$ cat src/rtl/hazard3_trigger_break_ctrl_pkg.sv
// Shared definitions for the trigger break controller: state encoding and
// the trap cause codes reported alongside the requests.
package hazard3_trigger_break_ctrl_pkg;

    typedef enum logic [1:0] {
        ST_IDLE     = 2'd0,
        ST_ARMED    = 2'd1,
        ST_SUPPRESS = 2'd2
    } brk_state_e;

    localparam logic [3:0] MCAUSE_BREAKPOINT  = 4'd3;
    localparam logic [2:0] DCSR_CAUSE_TRIGGER = 3'd2;

endpackage

$ cat src/rtl/hazard3_trigger_break_ctrl.sv
// Qualifies trigger-unit matches, holds the matching instruction, and issues a
// single M-mode breakpoint or D-mode halt request until acked or flushed.
module hazard3_trigger_break_ctrl
    import hazard3_trigger_break_ctrl_pkg::*;
#(
    parameter int W_ADDR             = 32,
    parameter int SUPPRESS_ON_RESUME = 1,
    parameter int W_HITCNT           = 8
) (
    input  logic                clk,
    input  logic                rst,
    input  logic                break_any,
    input  logic                break_d_mode,
    input  logic [W_ADDR-1:0]   pc,
    input  logic                instr_valid,
    input  logic                stage_adv,
    input  logic                flush,
    input  logic                trap_ack,
    input  logic                dbg_resume,
    input  logic                d_mode,
    output logic                hold,
    output logic                trap_req_m,
    output logic                halt_req_d,
    output logic [W_ADDR-1:0]   hit_pc,
    output logic [W_HITCNT-1:0] hit_count
);

    function automatic logic [W_HITCNT-1:0] sat_inc(input logic [W_HITCNT-1:0] c);
        return (&c) ? c : c + W_HITCNT'(1);
    endfunction

    brk_state_e          state_r;
    brk_state_e          state_next_s;
    logic                kind_d_r;
    logic                kind_next_s;
    logic [W_ADDR-1:0]   hit_pc_r;
    logic [W_ADDR-1:0]   pc_next_s;
    logic [W_HITCNT-1:0] hit_count_r;
    logic [W_HITCNT-1:0] cnt_next_s;
    logic                trap_req_m_r;
    logic                halt_req_d_r;
    logic                fire_s;
    logic                hold_s;

    assign fire_s = instr_valid && break_any && !d_mode && !flush;

    // Next-state, latched-hit and hold decode
    always_comb begin
        state_next_s = state_r;
        kind_next_s  = kind_d_r;
        pc_next_s    = hit_pc_r;
        cnt_next_s   = hit_count_r;
        hold_s       = 1'b0;
        case (state_r)
            ST_IDLE: begin
                hold_s = fire_s;
                if (fire_s) begin
                    state_next_s = ST_ARMED;
                    kind_next_s  = break_d_mode;
                    pc_next_s    = pc;
                end else begin
                    state_next_s = ST_IDLE;
                end
            end
            ST_ARMED: begin
                hold_s = 1'b1;
                // An ack in the same cycle as a flush still counts as taken
                if (trap_ack) begin
                    state_next_s = ST_IDLE;
                    cnt_next_s   = sat_inc(hit_count_r);
                end else if (flush) begin
                    state_next_s = ST_IDLE;
                end else begin
                    state_next_s = ST_ARMED;
                end
            end
            ST_SUPPRESS: begin
                hold_s = 1'b0;
                if (flush || d_mode || (instr_valid && stage_adv)) begin
                    state_next_s = ST_IDLE;
                end else begin
                    state_next_s = ST_SUPPRESS;
                end
            end
            default: begin
                hold_s       = 1'b0;
                state_next_s = ST_IDLE;
            end
        endcase
        // Resume overrides whatever the state-specific handling chose
        if (dbg_resume) begin
            state_next_s = (SUPPRESS_ON_RESUME != 0) ? ST_SUPPRESS : ST_IDLE;
        end else begin
            state_next_s = state_next_s;
        end
    end

    // State, latched hit and registered request outputs
    always_ff @(posedge clk) begin
        if (rst) begin
            state_r      <= ST_IDLE;
            kind_d_r     <= 1'b0;
            hit_pc_r     <= '0;
            hit_count_r  <= '0;
            trap_req_m_r <= 1'b0;
            halt_req_d_r <= 1'b0;
        end else begin
            state_r      <= state_next_s;
            kind_d_r     <= kind_next_s;
            hit_pc_r     <= pc_next_s;
            hit_count_r  <= cnt_next_s;
            trap_req_m_r <= (state_next_s == ST_ARMED) && !kind_next_s;
            halt_req_d_r <= (state_next_s == ST_ARMED) && kind_next_s;
        end
    end

    assign hold       = hold_s;
    assign trap_req_m = trap_req_m_r;
    assign halt_req_d = halt_req_d_r;
    assign hit_pc     = hit_pc_r;
    assign hit_count  = hit_count_r;

endmodule

$ cat config.mk
export PLATFORM = sky130hd
export DESIGN_NAME = hazard3_trigger_break_ctrl
export DESIGN_NICKNAME = d
export VERILOG_FILES = /design/src/rtl/hazard3_trigger_break_ctrl_pkg.sv /design/src/rtl/hazard3_trigger_break_ctrl.sv
export SDC_FILE = /design/constraint.sdc
export NUM_CORES = 1
export LEC_CHECK = 0
export BUFFER_PORTS_ARGS = -buffer_cell sky130_fd_sc_hd__buf_2
export CORE_MARGIN = 1
export CORE_UTILIZATION = 45
export DETAILED_ROUTE_END_ITERATION = 10
export HOLD_SLACK_MARGIN = 0.03
export PLACE_DENSITY = 0.89
export SLEW_MARGIN = 20
export SYNTH_ARGS = -nofsm -noshare
export SYNTH_HDL_FRONTEND = slang
export SYNTH_SLANG_ARGS = --single-unit
$ cat constraint.sdc
create_clock -name clk -period 4.4 [get_ports clk]
set_input_delay 0.44 -clock clk [delete_from_list [all_inputs] [get_ports clk]]
set_output_delay 0.44 -clock clk [all_outputs]
set_load 0.02 [all_outputs]
# --- After elaboration in Yosys (flattened, before gate mapping) ---
# Index checks and enable logic that the tools add are counted.
totals:
  register_bits: 45
  input_bits: 42
  output_inout_bits: 43
  elab_cells: 35
op_classes:
  add_sub_neg: 1
  eq_ne: 3
  n_mux: 9
  n_bitwise: 1
  reduce_logical: 15
ops:
  columns: ["operator", "n"]
  rows:
  - ["$add A8 B1 Y8 const B", 1]
  - ["$reduce_and A8 Y1", 1]
  - ["$logic_and A1 B1 Y1", 6]
  - ["$pmux W2 S3", 1]
  - ["$mux W1", 5]
  - ["$eq A2 B1 Y1 const B", 2]
  - ["$mux W2", 2]
  - ["$logic_not A1 Y1", 3]
  - ["$reduce_and A3 Y1", 1]
  - ["$eq A2 B2 Y1 const B", 1]
  - ["$logic_not A2 Y1", 1]
  - ["$logic_or A1 B1 Y1", 2]
  - ["$pmux W1 S2", 1]
  - ["$reduce_and A2 Y1", 1]
  - ["$not A1 Y1", 1]

# --- Longest topological paths before layout ---
logic_depth:
  depth_word: 8
  mapped_depth: 6
  mapped_depth_nobuf: 5

# --- Worst setup path before layout ---
# No wires, ideal clock.
synth_timing:
  kind: "input to output"
  startpoint: "input d_mode"
  endpoint: "output hold"
  t_arrival_ns: 1.317
  t_required_ns: 3.960
  slack_ns: 2.643
  cell_stages: 4
  path_buffers: 1
  path_cell_list: "nor3_2 > nand4b_1 > clkbuf_1 > nand2_1"
synth_via:
  elab_chain_len: 4
synth_rtl:
  columns: ["element", "line_no", "source"]
  rows:
  - ["start, declared", "hazard3_trigger_break_ctrl.sv:20", "input logic d_mode,"]
  - ["$logic_not A1 Y1", "hazard3_trigger_break_ctrl.sv:45", "assign fire_s = instr_valid && break_any && !d_mode && !flush;"]
  - ["$logic_and A1 B1 Y1 (2 in a row)", "hazard3_trigger_break_ctrl.sv:45", null]
  - ["$pmux W1 S2", "hazard3_trigger_break_ctrl.sv:54", "case (state_r)"]
  - ["end, declared", "hazard3_trigger_break_ctrl.sv:21", "output logic hold,"]
# Every way passes these cells.

# --- Worst setup path in the final report ---
layout_timing:
  startpoint: "register state_r[0]"
  endpoint: "output hold"
layout_via:
  elab_chain_len: 2
  word_cells_on_any_way: 3
  cone_classes: "1 x eq/ne; 1 x mux; 1 x reduce/logical"
layout_rtl:
  columns: ["element", "line_no", "source"]
  rows:
  - ["start, declared", "hazard3_trigger_break_ctrl.sv:32", "brk_state_e state_r;"]
  - ["start signal, assigned", "hazard3_trigger_break_ctrl.sv:108", "state_r <= state_next_s;"]
  - ["$eq A2 B1 Y1 or $logic_not A2 Y1 (tied branches)", "hazard3_trigger_break_ctrl.sv:54", null]
  - ["$pmux W1 S2 (*)", "hazard3_trigger_break_ctrl.sv:54", null]
# Mark *: on every way between the ends. The rest lies on a longest branch, timed or not.

==> out/qor.yml <==
skew_ns: 0.00326
grt_pass1_wl_microns: 6190
chipWidth_microns: 63.1
cts_hold_buffers: 0
dr_total_vias: 1594
required_ns: 3.96
finalSetupTns_ns: 0
final_cells: 329
yosysSeqAreaShare_pct: 53.6
drive_above_1_share_pct: 34.3
grt_max_degree: 44
cp_max_fo: 8
synth.top_cell.area_share_pct: 53.6
cellPowerDensity_mw_per_mm2: 320
setup_viol: 0
drc: 0
post-route-min-period_ns: 1.97
period_share_pct: 44.8
cts.clk_slew.worst_paths_ns: 0.07
antenna_found_initial: 0
synth_fp_nets: 245
nets: 325
cts_made_buffers: 5
cap_violations: 0
max_freq_mhz: 507
most-common-layout-cells: "84 x buf_2, 68 x nand2_1, 45 x dfxtp_1, 35 x a21oi_1, 9 x nor2_1"
hold_path.class: "input port to flip-flop"
yosysWarnings: 0
synth_edf_count: 0
worstMarginPinSlew_ns: 0.743
routed_via_density: 4.84
slew_viol_final: 0
wl_per_cell_microns: 11.4
critPathKind: "flip-flop to primary output"
overflow: 0
drtIter0Drc: 136
fillCellCount: 338
syn_avg_cell_area_sq_um: 8.32
globalplace.congestion: 0.788
cts_tree: "done"
insertedDiodeCount: 0
p_leak_nw: 1.01
first_pass_iters: 4
cts_setup_buffers: 0
netlist_area_sq_mm: 0.00168
grt_util_all_layers_pct: 20.1
ant_nets: 0
final_hold_viol_count: 0
synthTopCellsByArea: "dfxtp_1 54%, nand2_1 15%, a21oi_1 10%"
setup_slack_ns: 2.43
final_common_cell: "buf_2"
cts_sinks: 45
hpwl_microns: 2740
clock_latency_ns: 0.29
async_reset_ff_share_pct: 0
post-place-ws_ns: 2.01
synthToLayoutAreaGrowth_pct: 30.8
routed_wl_microns: 3770
numPlacedInstances: 321
status: "finished, final reports clean"
endpoint_kind: "primary output"
hold_ws_ns: 0.385
startpoint_type: "flip-flop"
pin_count: 85
coreArea_sq_mm: 0.00347
cts_resized: 0
die_h_microns: 63.1
start_util_pct: 48.5
rows: 21
die_area_sq_mm: 0.00399
ys_ff_latch: 45
ir_worst_vdd_mv: 0.187
critPathArrivalTime_ns: 1.53
io_buffer_count: 84
cts-root-buf: "clkbuf_8"
htreeDepth: 2
synth_top_flop_cell: "dfxtp_1"
cts_buffer_depth: 2
rsz0062_at_grt: "false"
slew_headroom_pct: 50.4
syn_inst: 202
synthDistinctLibCells: 30
grt_pass1_vias: 1428
yosysTopAreaCell: "dfxtp_1"
postLayoutCoreUtil_pct: 63.4
-- cells by family after synthesis --
kind of cell | Yosys count | synth area share [%]
AND/OR/NAND/NOR | 92 | 24.7
flip-flops | 45 | 53.6
AO/OA/AOI/OAI | 43 | 14.1
buffers and inverters | 15 | 3.57
XOR/XNOR | 4 | 2.08
multiplexers | 2 | 1.19
adder cells (fa/ha/maj) | 1 | 0.744
-- flip-flops by register name, summed over array words and instances (netlist names) --
register,count
halt_req_d,1
state_r,2
hit_pc,32
hit_count,8
kind_d_r,1
trap_req_m,1
-- where the power goes --
part,total (mW),leakage [nW],switching (mW),internal [mW]
clock,0.235,0.0395,0.122,0.113
sequential,0.416,0.364,0.00325,0.413
combinational,0.0522,0.606,0.0296,0.0226
-- synthesized netlist by cell type, types with 2 or more instances --
cell type,n
nor2_1,9
nand2_1,68
dfxtp_1,45
o31ai_1,2
a21oi_1,35
nand3_1,2
o21ai_0,2
inv_1,3
xnor2_1,3
mux2i_1,2
buf_2,3
or4_1,2
clkbuf_1,9
-- per-layer routing --
layer | track usage (%) | part of all wire (%) | wire length [microns]
met5 | 0 | 0 | 0
met4 | 11.3 | 2.0 | 74
met3 | 4.53 | 6.1 | 228
met2 | 32.3 | 48 | 1800
met1 | 24.8 | 44 | 1660
-- through the flow --
step | power, mW | instance area (sq um)
after floorplan | 0.451 | 1680
after global placement | 0.478 | 2120
after detailed placement | 0.478 | 2120
after CTS | 0.711 | 2200
after global routing | 0.742 | 2200
final | 0.703 | 2200
-- critical path: stages, from the launching register on --
cell      delay [ns]
dfxtp_1         0.37
nor3_2          0.19
nand4b_1        0.35
nand2_1         0.16
buf_2           0.17
-- worst paths after layout --
| check | start | endpoint | slack [ns] | cells past startpoint |
|---|---|---|---|---|
| max | state_r[0] | hold | 2.43 | 4 |
| min | pc[8] | hit_pc[8] | 0.39 | 3 |
| max reg2reg | hit_count[0] | hit_count[5] | 2.62 | 5 |
| min reg2reg | hit_pc[2] | hit_pc[2] | 0.45 | 2 |
-- layout make-up --
class	count	area (sq um)	area share [%]
Inverter	3	11.3	0.512
Tap cell	46	57.6	2.62
Timing Repair Buffer	85	428	19.5
Clock buffer	8	80.1	3.64
Sequential cell	45	901	41.0
Multi-Input combinational cell	142	722	32.8
No activity file was read; power rests on OpenSTA's default activity.
